File: src/rtl/player_motion_ctrl.sv
// Per-frame player update: captures the buttons on a frame tick, rotates the heading, and steps the
// position with per-axis wall checks against the map ROM. Outputs change only on the commit cycle.
module player_motion_ctrl #(
    parameter int unsigned MAP_W       = 24,
    parameter int unsigned MAP_H       = 24,
    parameter int unsigned MAP_LATENCY = 2,
    parameter int unsigned ANGLE_STEPS = 64,
    parameter int unsigned INIT_ANGLE  = 32,
    parameter logic [15:0] INIT_POSX   = 16'h1480,
    parameter logic [15:0] INIT_POSY   = 16'h0480,
    parameter logic [15:0] MOVE_STEP   = 16'h0020,
    parameter logic [15:0] FOV_K       = 16'h00A9
) (
    input  logic        pixel_clk_in,
    input  logic        rst_in,
    input  logic        frame_tick_in,
    input  logic        move_fwd_in,
    input  logic        move_back_in,
    input  logic        rot_left_in,
    input  logic        rot_right_in,
    output logic [9:0]  map_addr_out,
    input  logic [3:0]  map_data_in,
    output logic [15:0] posX,
    output logic [15:0] posY,
    output logic [15:0] dirX,
    output logic [15:0] dirY,
    output logic [15:0] planeX,
    output logic [15:0] planeY,
    output logic        busy_out,
    output logic        valid_out
);
    typedef enum logic [2:0] {
        S_IDLE, S_ROT, S_TRIG, S_VEC, S_CAND, S_CHKX, S_CHKY, S_COMMIT
    } state_t;

    localparam int unsigned AW     = $clog2(ANGLE_STEPS);
    localparam int unsigned ANG_SH = 6 - AW;
    localparam int unsigned WW     = $clog2(MAP_LATENCY + 2);

    state_t          r_state;
    logic [3:0]      r_btn;             // {fwd, back, left, right}
    logic [AW-1:0]   r_angle;
    logic [15:0]     r_cos, r_sin, r_dir_x, r_dir_y, r_plane_x, r_plane_y;
    logic [15:0]     r_cand_x, r_cand_y, r_acc_x;
    logic            r_inx, r_iny, r_iny_ok;
    logic [WW-1:0]   r_wait;

    // Quarter-wave cosine magnitude, round(256*cos(k*pi/32)) for k = 0..16.
    function automatic logic [8:0] quarter(input logic [4:0] k);
        case (k)
            5'd0:    return 9'd256;
            5'd1:    return 9'd255;
            5'd2:    return 9'd251;
            5'd3:    return 9'd245;
            5'd4:    return 9'd237;
            5'd5:    return 9'd226;
            5'd6:    return 9'd213;
            5'd7:    return 9'd198;
            5'd8:    return 9'd181;
            5'd9:    return 9'd162;
            5'd10:   return 9'd142;
            5'd11:   return 9'd121;
            5'd12:   return 9'd98;
            5'd13:   return 9'd74;
            5'd14:   return 9'd50;
            5'd15:   return 9'd25;
            default: return 9'd0;
        endcase
    endfunction

    function automatic logic [15:0] cos_lut(input logic [5:0] a);
        logic [8:0] mag;
        mag = a[4] ? quarter(5'd16 - 5'(a[3:0])) : quarter(5'(a[3:0]));
        return (a[5] ^ a[4]) ? 16'd0 - {7'd0, mag} : {7'd0, mag};
    endfunction

    function automatic logic [9:0] cell_addr(input logic [7:0] cx, input logic [7:0] cy);
        return 10'(10'(cy) * 10'(MAP_W) + 10'(cx));
    endfunction

    logic [5:0]         w_idx;
    logic signed [31:0] w_sin32, w_cos32, w_dirx32, w_diry32, w_k32, w_ms32;
    logic signed [31:0] w_px_prod, w_py_prod, w_sx_dir, w_sy_dir, w_sx_prod, w_sy_prod;
    logic [15:0]        w_plane_x, w_plane_y, w_step_x, w_step_y, w_acc_x, w_acc_y;
    logic [16:0]        w_sum_x, w_sum_y;
    logic               w_fwd_only, w_back_only, w_inx, w_iny, w_iny_ok, w_map_free, w_wait_done;

    assign w_idx    = 6'(32'(r_angle) << ANG_SH);
    assign w_sin32  = {{16{r_sin[15]}}, r_sin};
    assign w_cos32  = {{16{r_cos[15]}}, r_cos};
    assign w_dirx32 = {{16{r_dir_x[15]}}, r_dir_x};
    assign w_diry32 = {{16{r_dir_y[15]}}, r_dir_y};
    assign w_k32    = {{16{FOV_K[15]}}, FOV_K};
    assign w_ms32   = {{16{MOVE_STEP[15]}}, MOVE_STEP};

    assign w_px_prod = -(w_sin32 * w_k32);
    assign w_py_prod = w_cos32 * w_k32;
    assign w_plane_x = 16'(w_px_prod >>> 8);
    assign w_plane_y = 16'(w_py_prod >>> 8);

    // Opposing move buttons cancel; the sign is applied before the flooring shift.
    assign w_fwd_only  = r_btn[3] & ~r_btn[2];
    assign w_back_only = r_btn[2] & ~r_btn[3];
    assign w_sx_dir    = w_dirx32 * w_ms32;
    assign w_sy_dir    = w_diry32 * w_ms32;
    assign w_sx_prod   = w_fwd_only ? w_sx_dir : (w_back_only ? -w_sx_dir : 32'sd0);
    assign w_sy_prod   = w_fwd_only ? w_sy_dir : (w_back_only ? -w_sy_dir : 32'sd0);
    assign w_step_x    = 16'(w_sx_prod >>> 8);
    assign w_step_y    = 16'(w_sy_prod >>> 8);

    // Bit 16 of the sign-extended sum flags wrap below zero or past 255.99.
    assign w_sum_x = {1'b0, posX} + {w_step_x[15], w_step_x};
    assign w_sum_y = {1'b0, posY} + {w_step_y[15], w_step_y};
    assign w_inx   = ~w_sum_x[16] && ({1'b0, w_sum_x[15:8]} < 9'(MAP_W));
    assign w_iny   = ~w_sum_y[16] && ({1'b0, w_sum_y[15:8]} < 9'(MAP_H));

    assign w_map_free  = (map_data_in == 4'd0);
    assign w_wait_done = (r_wait == WW'(MAP_LATENCY));
    assign w_acc_x     = (r_inx && w_map_free) ? r_cand_x : posX;
    assign w_iny_ok    = r_iny && ({1'b0, w_acc_x[15:8]} < 9'(MAP_W));
    assign w_acc_y     = (r_iny_ok && w_map_free) ? r_cand_y : posY;

    always_ff @(posedge pixel_clk_in or posedge rst_in) begin
        if (rst_in) begin
            r_state      <= S_IDLE;
            r_btn        <= 4'd0;
            r_angle      <= AW'(INIT_ANGLE);
            r_cos        <= 16'hFF00;
            r_sin        <= 16'h0000;
            r_dir_x      <= 16'hFF00;
            r_dir_y      <= 16'h0000;
            r_plane_x    <= 16'h0000;
            r_plane_y    <= 16'hFF57;
            r_cand_x     <= 16'h0000;
            r_cand_y     <= 16'h0000;
            r_acc_x      <= 16'h0000;
            r_inx        <= 1'b0;
            r_iny        <= 1'b0;
            r_iny_ok     <= 1'b0;
            r_wait       <= '0;
            map_addr_out <= 10'd0;
            posX         <= INIT_POSX;
            posY         <= INIT_POSY;
            dirX         <= 16'hFF00;
            dirY         <= 16'h0000;
            planeX       <= 16'h0000;
            planeY       <= 16'hFF57;
            busy_out     <= 1'b0;
            valid_out    <= 1'b0;
        end else begin
            valid_out <= 1'b0;
            case (r_state)
                S_IDLE: begin
                    if (frame_tick_in) begin
                        r_btn    <= {move_fwd_in, move_back_in, rot_left_in, rot_right_in};
                        busy_out <= 1'b1;
                        r_state  <= S_ROT;
                    end
                end
                S_ROT: begin
                    if (r_btn[1] && !r_btn[0]) begin
                        r_angle <= r_angle + AW'(1);
                    end else if (r_btn[0] && !r_btn[1]) begin
                        r_angle <= r_angle - AW'(1);
                    end
                    r_state <= S_TRIG;
                end
                S_TRIG: begin
                    r_cos   <= cos_lut(w_idx);
                    r_sin   <= cos_lut(w_idx - 6'd16);
                    r_state <= S_VEC;
                end
                S_VEC: begin
                    r_dir_x   <= r_cos;
                    r_dir_y   <= r_sin;
                    r_plane_x <= w_plane_x;
                    r_plane_y <= w_plane_y;
                    r_state   <= S_CAND;
                end
                S_CAND: begin
                    r_cand_x     <= w_sum_x[15:0];
                    r_cand_y     <= w_sum_y[15:0];
                    r_inx        <= w_inx;
                    r_iny        <= w_iny;
                    map_addr_out <= w_inx ? cell_addr(w_sum_x[15:8], posY[15:8]) : 10'd0;
                    r_wait       <= '0;
                    r_state      <= S_CHKX;
                end
                S_CHKX: begin
                    if (w_wait_done) begin
                        r_acc_x      <= w_acc_x;
                        r_iny_ok     <= w_iny_ok;
                        map_addr_out <= w_iny_ok ? cell_addr(w_acc_x[15:8], r_cand_y[15:8]) : 10'd0;
                        r_wait       <= '0;
                        r_state      <= S_CHKY;
                    end else begin
                        r_wait <= r_wait + WW'(1);
                    end
                end
                S_CHKY: begin
                    if (w_wait_done) begin
                        posX      <= r_acc_x;
                        posY      <= w_acc_y;
                        dirX      <= r_dir_x;
                        dirY      <= r_dir_y;
                        planeX    <= r_plane_x;
                        planeY    <= r_plane_y;
                        valid_out <= 1'b1;
                        r_state   <= S_COMMIT;
                    end else begin
                        r_wait <= r_wait + WW'(1);
                    end
                end
                S_COMMIT: begin
                    busy_out <= 1'b0;
                    r_state  <= S_IDLE;
                end
                default: r_state <= S_IDLE;
            endcase
        end
    end
endmodule

File: config.mk
export PLATFORM = sky130hd
export DESIGN_NAME = player_motion_ctrl
export DESIGN_NICKNAME = d
export VERILOG_FILES = /design/src/rtl/player_motion_ctrl.sv
export SDC_FILE = /design/constraint.sdc
export NUM_CORES = 1
export LEC_CHECK = 0
export CAP_MARGIN = 25
export CORE_UTILIZATION = 50
export DETAILED_ROUTE_END_ITERATION = 7
export PLACE_DENSITY = 0.7
export SLEW_MARGIN = 20
export SYNTH_ARGS = -nofsm -noshare
export SYNTH_HDL_FRONTEND = slang
export SYNTH_SLANG_ARGS = --single-unit
File: constraint.sdc
create_clock -name pixel_clk_in -period 9 [get_ports pixel_clk_in]
set_input_delay 0.9 -clock pixel_clk_in [delete_from_list [all_inputs] [get_ports pixel_clk_in]]
set_output_delay 0.9 -clock pixel_clk_in [all_outputs]
set_load 0.1 [all_outputs]
==> qor.yml, run 1 <==
first_iter_violations: 649
whs_path_depth: 2
dieHeight_um: 182
period_share_pct: 63.5
hpwl_mm: 27.0
rsz0062_at_grt: "no"
timing_hold_violations_final: 0
rows: 65
synth_ff_type: "dfrtp_1"
firstDrtPassIters: 5
layout_common_cells: "nand2_1, dfrtp_1, ha_1"
final_common_cell: "nand2_1"
tightest_slew_ns: 1.05
holdBufCountCts: 0
cp_top_family: "simple AND/OR/NAND/NOR gates"
grt_pass1_vias: 12487
seq_area_frac_synth_pct: 36.6
holdCritPathClass: "flip-flop to flip-flop"
gp_congestion: 0.894
grt_use_met3_pct: 2.99
io_pins: 119
regToRegStartpoint: "r_dir_x[0]"
grt_pass1_wl_mm: 63.0
setup_tns_ns: 0
cts_tree: "yes"
synth_cell_type_count: 75
busiest_layer: "met2"
fin_crit_ns: 5.72
drv_cap: 0
coreArea_mm2: 0.0316
die_width_um: 182
ctsResizeCount: 0
fmaxAchievable_mhz: 175
r2r-end: "map_addr_out[9]"
status: "finished, final reports clean"
grt_max_degree: 111
cpMaxStageDelayCell: "or4_1"
drive_gt1_share_pct: 7.21
antenna_left: 0
grt.total_usage_pct: 23.2
grt_use_met2_pct: 39.3
synth.avg_cell_area_um2: 8.96
startpoint_type: "flip-flop"
routed_via_density: 5.53
clockBufferDepth: 3
relSlewSlack_pct: 29.6
setup_viol: 0
worstPathBufferInverterCount: 1
finClkSkew_ns: 0.0159
antenna_found_initial: 0
path_class: "flip-flop to flip-flop"
synth_edf_count: 0
vias: 12657
grtUsageMet1_pct: 32.0
io_buffers: 118
critPathMaxStageDelay_ns: 0.66
synth_nets: 2005
start_util_pct: 50.9
ys_ff_latch: 234
grt_overflow: 0
syn2layout_area_growth_pct: 14.6
wl_mm: 37.2
numCtsBuffers: 27
clkLatencyLatePin_ns: 0.55
wl_per_cell_um: 16.3
holdCritStartpoint: "r_plane_y[0]"
finalMaxSlewViolations: 0
cts.htree.levels: 1
r2r_setup_slack_ns: 3.28
hold_path_end: "planeY[0]"
dieArea_mm2: 0.0329
synth_area_mm2: 0.0161
syn-instance-count: 1798
worstPathMaxFanout: 10
crit_chain: "or4_1 > or4_1 > o31ai_4 > nand2_1 > ha_1 > nand4_1 > nor4_1 > nor2_1 > a31o_1 > a211oi_1 > inv_1 > ha_1 > a21oi_1 > o21bai_1 > a21oi_1 > nor2b_1 > xnor2_1 > xnor2_1 > a221o_1"
path_clk_slew_ns: 0.06
cp-end-kind: "flip-flop"
drc: 0
cts-root-buf: "clkbuf_16"
cts_setup_buffers: 0
rr_worst_depth: 19
nNetsFinal: 2072
insertedDiodeCount: 0
cts_sinks: 234
synthArstFlopShare_pct: 100
yosys_warnings: 0
arrival_ns: 6.14
cp.required_ns: 9.42
worst max path at each step:
stage,endpoint,startpoint,cells after the start,slack [ns]
detailed placement,map_addr_out[9],r_dir_x[0],19,3.34
floorplan,busy_out,rst_in,1,1.74
global placement,map_addr_out[9],r_dir_x[0],19,3.42
finish,map_addr_out[9],r_dir_x[0],19,3.28
CTS,map_addr_out[9],r_dir_x[0],19,3.30
global route,map_addr_out[9],r_dir_x[0],19,2.94
cell type report:
cell class	count	area, µm²
tap	402	503
clock inverter	12	189
sequential	234	5900
inverter	120	458
clock buffer	38	767
multi-input combinational	1352	9380
timing repair buffer	130	1260
fill	2759	13200
kinds of logic (layout without fill, tap and decap cells):
kind of cell	after synthesis	in the layout	synth area share [%]
multiplexers	69	69	4.74
AO/OA/AOI/OAI	390	390	15.0
XOR/XNOR	102	102	5.59
flip-flops	234	234	36.6
AND/OR/NAND/NOR	595	595	15.7
buffers and inverters	212	300	5.25
adder cells (fa/ha/maj)	196	196	17.1
tightest hold or removal path, stage by stage, from the launching register on:
cell and delay, ns:
dfstp_2 0.37, nand2_1 0.05, nand2_1 0.04
metrics by stage:
| stage | area [µm²] | util, % | worst slack [ns] | instances | hold WS (ns) |
|---|---|---|---|---|---|
| after floorplan | 16100 | - | 1.74 | 1798 | 0.433 |
| after global placement | 17500 | 55.3 | 3.42 | 2235 | 0.444 |
| after detailed placement | 17500 | 55.3 | 3.34 | 2236 | 0.445 |
| after CTS | 18400 | 58.3 | 3.30 | 2286 | 0.455 |
| after global routing | 18500 | 58.3 | 2.94 | 2288 | 0.468 |
| final | 18500 | 58.3 | 3.28 | 2288 | 0.453 |
flip-flops by register name, summed over array words and instances (netlist names), 2 cells and up:
register,cells
r_cos,10
planeY,16
r_plane_y,16
r_cand_y,16
posY,16
r_dir_y,10
map_addr_out,10
r_angle,6
r_state,3
planeX,16
r_cand_x,16
r_btn,4
dirX,10
r_wait,2
r_sin,10
dirY,10
r_dir_x,10
r_acc_x,16
posX,16
r_plane_x,16
routing by layer:
metal  vias up  wire, µm
met5         -         0
met1      6161     18000
met3        30      1260
met4         0       434
met2       190     17600
li1       6276         -
cells in the mapped netlist, types with 40 or more instances:
library cell	n	area (µm²)
a21oi_1	86	430
xor2_1	42	368
clkbuf_1	69	259
ha_1	156	1950
o21ai_1	99	495
o21ai_0	48	240
inv_1	116	435
dfrtp_1	196	4900
xnor2_1	59	517
nor2_1	61	229
nand2_1	402	1510
fa_1	40	801
Power of run 1 is left out: the tool's default activity adds up to more than one toggle a clock period on the data nets, which glitch-free logic cannot reach.
==> run 2: changes to the inputs <==
==> constraint.sdc (replaced) <==
create_clock -name pixel_clk_in -period 5.7 [get_ports pixel_clk_in]
set_input_delay 0.57 -clock pixel_clk_in [delete_from_list [all_inputs] [get_ports pixel_clk_in]]
set_output_delay 0.57 -clock pixel_clk_in [all_outputs]
set_load 0.1 [all_outputs]
==> qor.yml, run 2 (same netlist as run 1, synthesis figures left out) <==
status: "finished, final reports clean"
dieHeight_um: 182
tightest_slew_ns: 1.03
startpoint_type: "flip-flop"
firstDrtPassIters: 5
crit_start: "r_dir_x[0]"
layout_common_cells: "nand2_1, dfrtp_1, ha_1"
grt_use_met3_pct: 2.85
start_util_pct: 50.9
rows: 65
fin_crit_ns: 5.35
grt_overflow: 0
clkLatencyLatePin_ns: 0.55
vias: 12771
coreArea_mm2: 0.0316
fill_cells: 2778
grt_pass1_vias: 12443
arrival_ns: 5.78
setup_viol: 0
holdCritPathClass: "flip-flop to flip-flop"
wl_per_cell_um: 16.2
whs_path_depth: 2
antenna_left: 0
routed_via_density: 5.56
io_buffers: 118
insertedDiodeCount: 0
hpwl_mm: 26.9
period_share_pct: 93.8
fmaxAchievable_mhz: 187
dieArea_mm2: 0.0329
nNetsFinal: 2082
grtUsageMet1_pct: 31.8
cts_setup_buffers: 0
cp.required_ns: 6.13
ctsResizeCount: 0
worstPathMaxFanout: 7
rr_worst_depth: 21
finalMaxSlewViolations: 0
grt.total_usage_pct: 23.1
path_clk_slew_ns: 0.06
holdBufCountCts: 0
rsz0062_at_grt: "no"
io_pins: 119
finClkSkew_ns: 0.0199
syn2layout_area_growth_pct: 15.6
relSlewSlack_pct: 31.2
first_iter_violations: 626
cp-end-kind: "flip-flop"
cts_sinks: 234
cts_tree: "yes"
holdCritStartpoint: "r_plane_y[14]"
gp_congestion: 0.856
drc: 0
timing_hold_violations_final: 0
regToRegStartpoint: "r_dir_x[0]"
path_class: "flip-flop to flip-flop"
grt_use_met2_pct: 39.4
drive_gt1_share_pct: 7.91
clockBufferDepth: 3
grt_max_degree: 171
cts-root-buf: "clkbuf_16"
die_width_um: 182
grt_pass1_wl_mm: 62.9
setup_tns_ns: 0
hold_slack_ns: 0.454
antenna_found_initial: 0
numCtsBuffers: 28
drv_cap: 0
busiest_layer: "met2"
wl_mm: 37.1
final_common_cell: "nand2_1"
cts.htree.levels: 1
run 2: changes by cell type in the layout (fill, tap and decap cells not counted), sizes merged:
cell	previous run	this run
buf	11	21
bufinv	5	6
inv	120	119
run 2: worst paths after layout:
path / to / slack (ns)
max in group asynchronous: r_cand_y[6] / 4.30
hold reg to reg: planeY[14] / 0.45
setup / recovery: map_addr_out[9] / 0.35
setup reg to reg: map_addr_out[9] / 0.35
min in group asynchronous: dirX[6] / 0.58
hold / removal: planeY[14] / 0.45
run 2: routing by layer:
layer | part of all wire [%] | wire length, µm
met3 | 3.6 | 1340
met5 | 0 | 0
met1 | 47 | 17400
met4 | 1.4 | 514
met2 | 48 | 17800
run 2: metrics by stage:
| step | area, µm² | utilization (%) | setup slack (ns) | cells |
|---|---|---|---|---|
| global placement | 17600 | 55.5 | 0.376 | 2244 |
| finish | 18600 | 58.9 | 0.352 | 2298 |
| global route | 18600 | 58.9 | 0.0539 | 2298 |
| detailed placement | 17600 | 55.5 | 0.278 | 2244 |
| floorplan | 16100 | - | 0.653 | 1798 |
| CTS | 18600 | 58.8 | 0.253 | 2295 |
run 2: worst max-delay path: stages (launching register included):
cell      delay [ns]
dfrtp_1         0.40
or4_1           0.53
or4_1           0.56
o31ai_4         0.29
buf_4           0.19
nand2_1         0.06
ha_1            0.42
nand4_1         0.16
nor4_1          0.30
nor2_1          0.17
a31o_1          0.26
a211oi_1        0.28
buf_4           0.18
inv_1           0.04
ha_1            0.32
a21oi_1         0.08
o21bai_1        0.22
a21oi_1         0.10
nor2b_1         0.14
xnor2_1         0.14
xnor2_1         0.08
a221o_1         0.29
run 2: final cells by class:
type | count | area, µm² | area share, %
inverter | 120 | 454 | 2.44
multi-input combinational | 1352 | 9380 | 50.4
timing repair buffer | 139 | 1350 | 7.24
clock buffer | 39 | 813 | 4.37
tap | 402 | 503 | 2.70
clock inverter | 12 | 221 | 1.19
sequential | 234 | 5900 | 31.7
Power of run 2 is left out for the same reason.
==> run 3: changes to the inputs <==
--- a/config.mk
+++ b/config.mk
@@ -5,10 +5,10 @@
 export SDC_FILE = /design/constraint.sdc
 export NUM_CORES = 1
 export LEC_CHECK = 0
-export CAP_MARGIN = 25
 export CORE_UTILIZATION = 50
 export DETAILED_ROUTE_END_ITERATION = 7
-export PLACE_DENSITY = 0.7
+export GPL_TIMING_DRIVEN = 0
+export PLACE_DENSITY = 0.81
 export SLEW_MARGIN = 20
 export SYNTH_ARGS = -nofsm -noshare
 export SYNTH_HDL_FRONTEND = slang
==> qor.yml, run 3 (same netlist as run 1, synthesis figures left out) <==
holdBufCountCts: 0
worstSetupPathDepth: 23
status: "finished, final reports clean"
holdCritPathClass: "input pin to async pin"
worstPathBufferInverterCount: 5
rsz0062_at_grt: "no"
first_iter_violations: 1075
arrival_ns: 5.90
fmaxAchievable_mhz: 182
regToRegStartpoint: "r_dir_x[0]"
tightest_slew_ns: 1.02
path_class: "flip-flop to flip-flop"
crit_start: "r_dir_x[0]"
drc: 0
r2r-end: "map_addr_out[9]"
critPathMaxStageDelay_ns: 0.52
r2r_setup_slack_ns: 0.21
fin_crit_ns: 5.49
dieHeight_um: 182
dieArea_mm2: 0.0329
numCtsBuffers: 26
cts_sinks: 234
finClkSkew_ns: 0.0127
post-place-ws_ns: -0.109
grt_overflow: 0
cts_tree: "yes"
firstDrtPassIters: 6
worstPathMaxFanout: 8
startpoint_type: "flip-flop"
io_pins: 119
drive_gt1_share_pct: 7.86
cts.htree.levels: 1
timing_hold_violations_final: 0
clockBufferDepth: 3
gp_congestion: 0.941
period_share_pct: 96.3
wl_mm: 42.7
rr_worst_depth: 23
relSlewSlack_pct: 31.9
clkLatencyLatePin_ns: 0.54
drv_cap: 0
wl_per_cell_um: 18.0
grt.total_usage_pct: 26.4
setup_ws_ns: 0.211
nNetsFinal: 2159
fill_cells: 2614
io_buffers: 118
grt_pass1_vias: 13957
coreArea_mm2: 0.0316
syn2layout_area_growth_pct: 17.6
crit_chain: "or4_1 > buf_2 > or4_1 > buf_2 > o31ai_4 > buf_4 > nand2_1 > ha_1 > and2_1 > nand2_1 > o22ai_1 > a21o_1 > a31oi_4 > inv_1 > fa_1 > inv_1 > a21oi_1 > o21bai_1 > a21oi_1 > nor2b_1 > xnor2_1 > xnor2_1 > a221o_1"
routed_via_density: 5.74
grt_max_degree: 35
cp-end-kind: "flip-flop"
cpMaxStageDelayCell: "or4_1"
die_width_um: 182
finalMaxSlewViolations: 0
rows: 65
path_clk_slew_ns: 0.06
cp.required_ns: 6.11
hpwl_mm: 31.7
setup_viol: 0
insertedDiodeCount: 0
vias: 13617
cp_top_family: "compound AO/OA/AOI/OAI gates"
start_util_pct: 50.9
final_common_cell: "nand2_1"
hold_slack_ns: 0.457
cp-endpoint: "map_addr_out[9]"
grt_pass1_wl_mm: 70.9
layout_common_cells: "nand2_1, dfrtp_1, ha_1"
cts-root-buf: "clkbuf_16"
antenna_found_initial: 1
dp_cells: 2325
antenna_left: 0
finalNonFillerCells: 2374
-- run 3: cell types whose count changed in the layout (fill, tap and decap cells not counted), moves of 2 or more --
cell       previous run  this run
buf_1                 0         7
clkbuf_1              5        73
clkbuf_8              5         9
bufinv_16             6         3
buf_2                 1         4
nand2_1             399       402
nand2_2               4         1
clkinv_4              2         0
buf_12                1         7
clkbuf_16            29        27
buf_4                19        14
-- run 3: layout make-up --
cell class                      count  area, µm²  area share, %
Buffer                             91        392           2.07
Timing Repair Buffer              127       1340           7.05
Inverter                          120        454           2.40
Clock inverter                      7        116          0.614
Sequential cell                   234       5900           31.1
Multi-Input combinational cell   1352       9430           49.8
Tap cell                          402        503           2.65
Clock buffer                       41        818           4.32
-- run 3: through the flow --
stage / area, µm² / TNS (ns) / util [%]
floorplan: 16100 / 0 / -
global placement: 17800 / -0.0659 / 56.3
detailed placement: 17900 / -0.109 / 56.7
CTS: 18900 / 0 / 59.7
global route: 19000 / 0 / 59.9
finish: 19000 / 0 / 59.9
-- run 3: routing by layer --
layer | GRT usage (%) | vias up | wire, µm
met2 | 46.9 | 391 | 21300
met4 | 10.2 | 0 | 1710
met5 | 0 | - | 0
met3 | 3.53 | 114 | 2070
met1 | 32.4 | 6677 | 17600
li1 | - | 6435 | -
-- run 3: timing repair --
item,CTS,global route
pin swaps,1,2
setup endpoints to repair,1,2
gates resized for setup,1,8
setup buffers,2,0
-- run 3: how the worst min path moves through the flow --
| stage | to | cells after the start | slack [ns] | from |
|---|---|---|---|---|
| after floorplan | posX[14] | 2 | 0.43 | r_acc_x[14] |
| after detailed placement | dirX[8] | 2 | 0.45 | dirX[8] |
| after global placement | posX[14] | 2 | 0.44 | r_acc_x[14] |
| after CTS | dirX[8] | 2 | 0.46 | dirX[8] |
| final | posX[3] | 2 | 0.46 | rst_in |
| after global routing | planeY[6] | 2 | 0.47 | planeY[6] |
Power of run 3 is left out for the same reason.
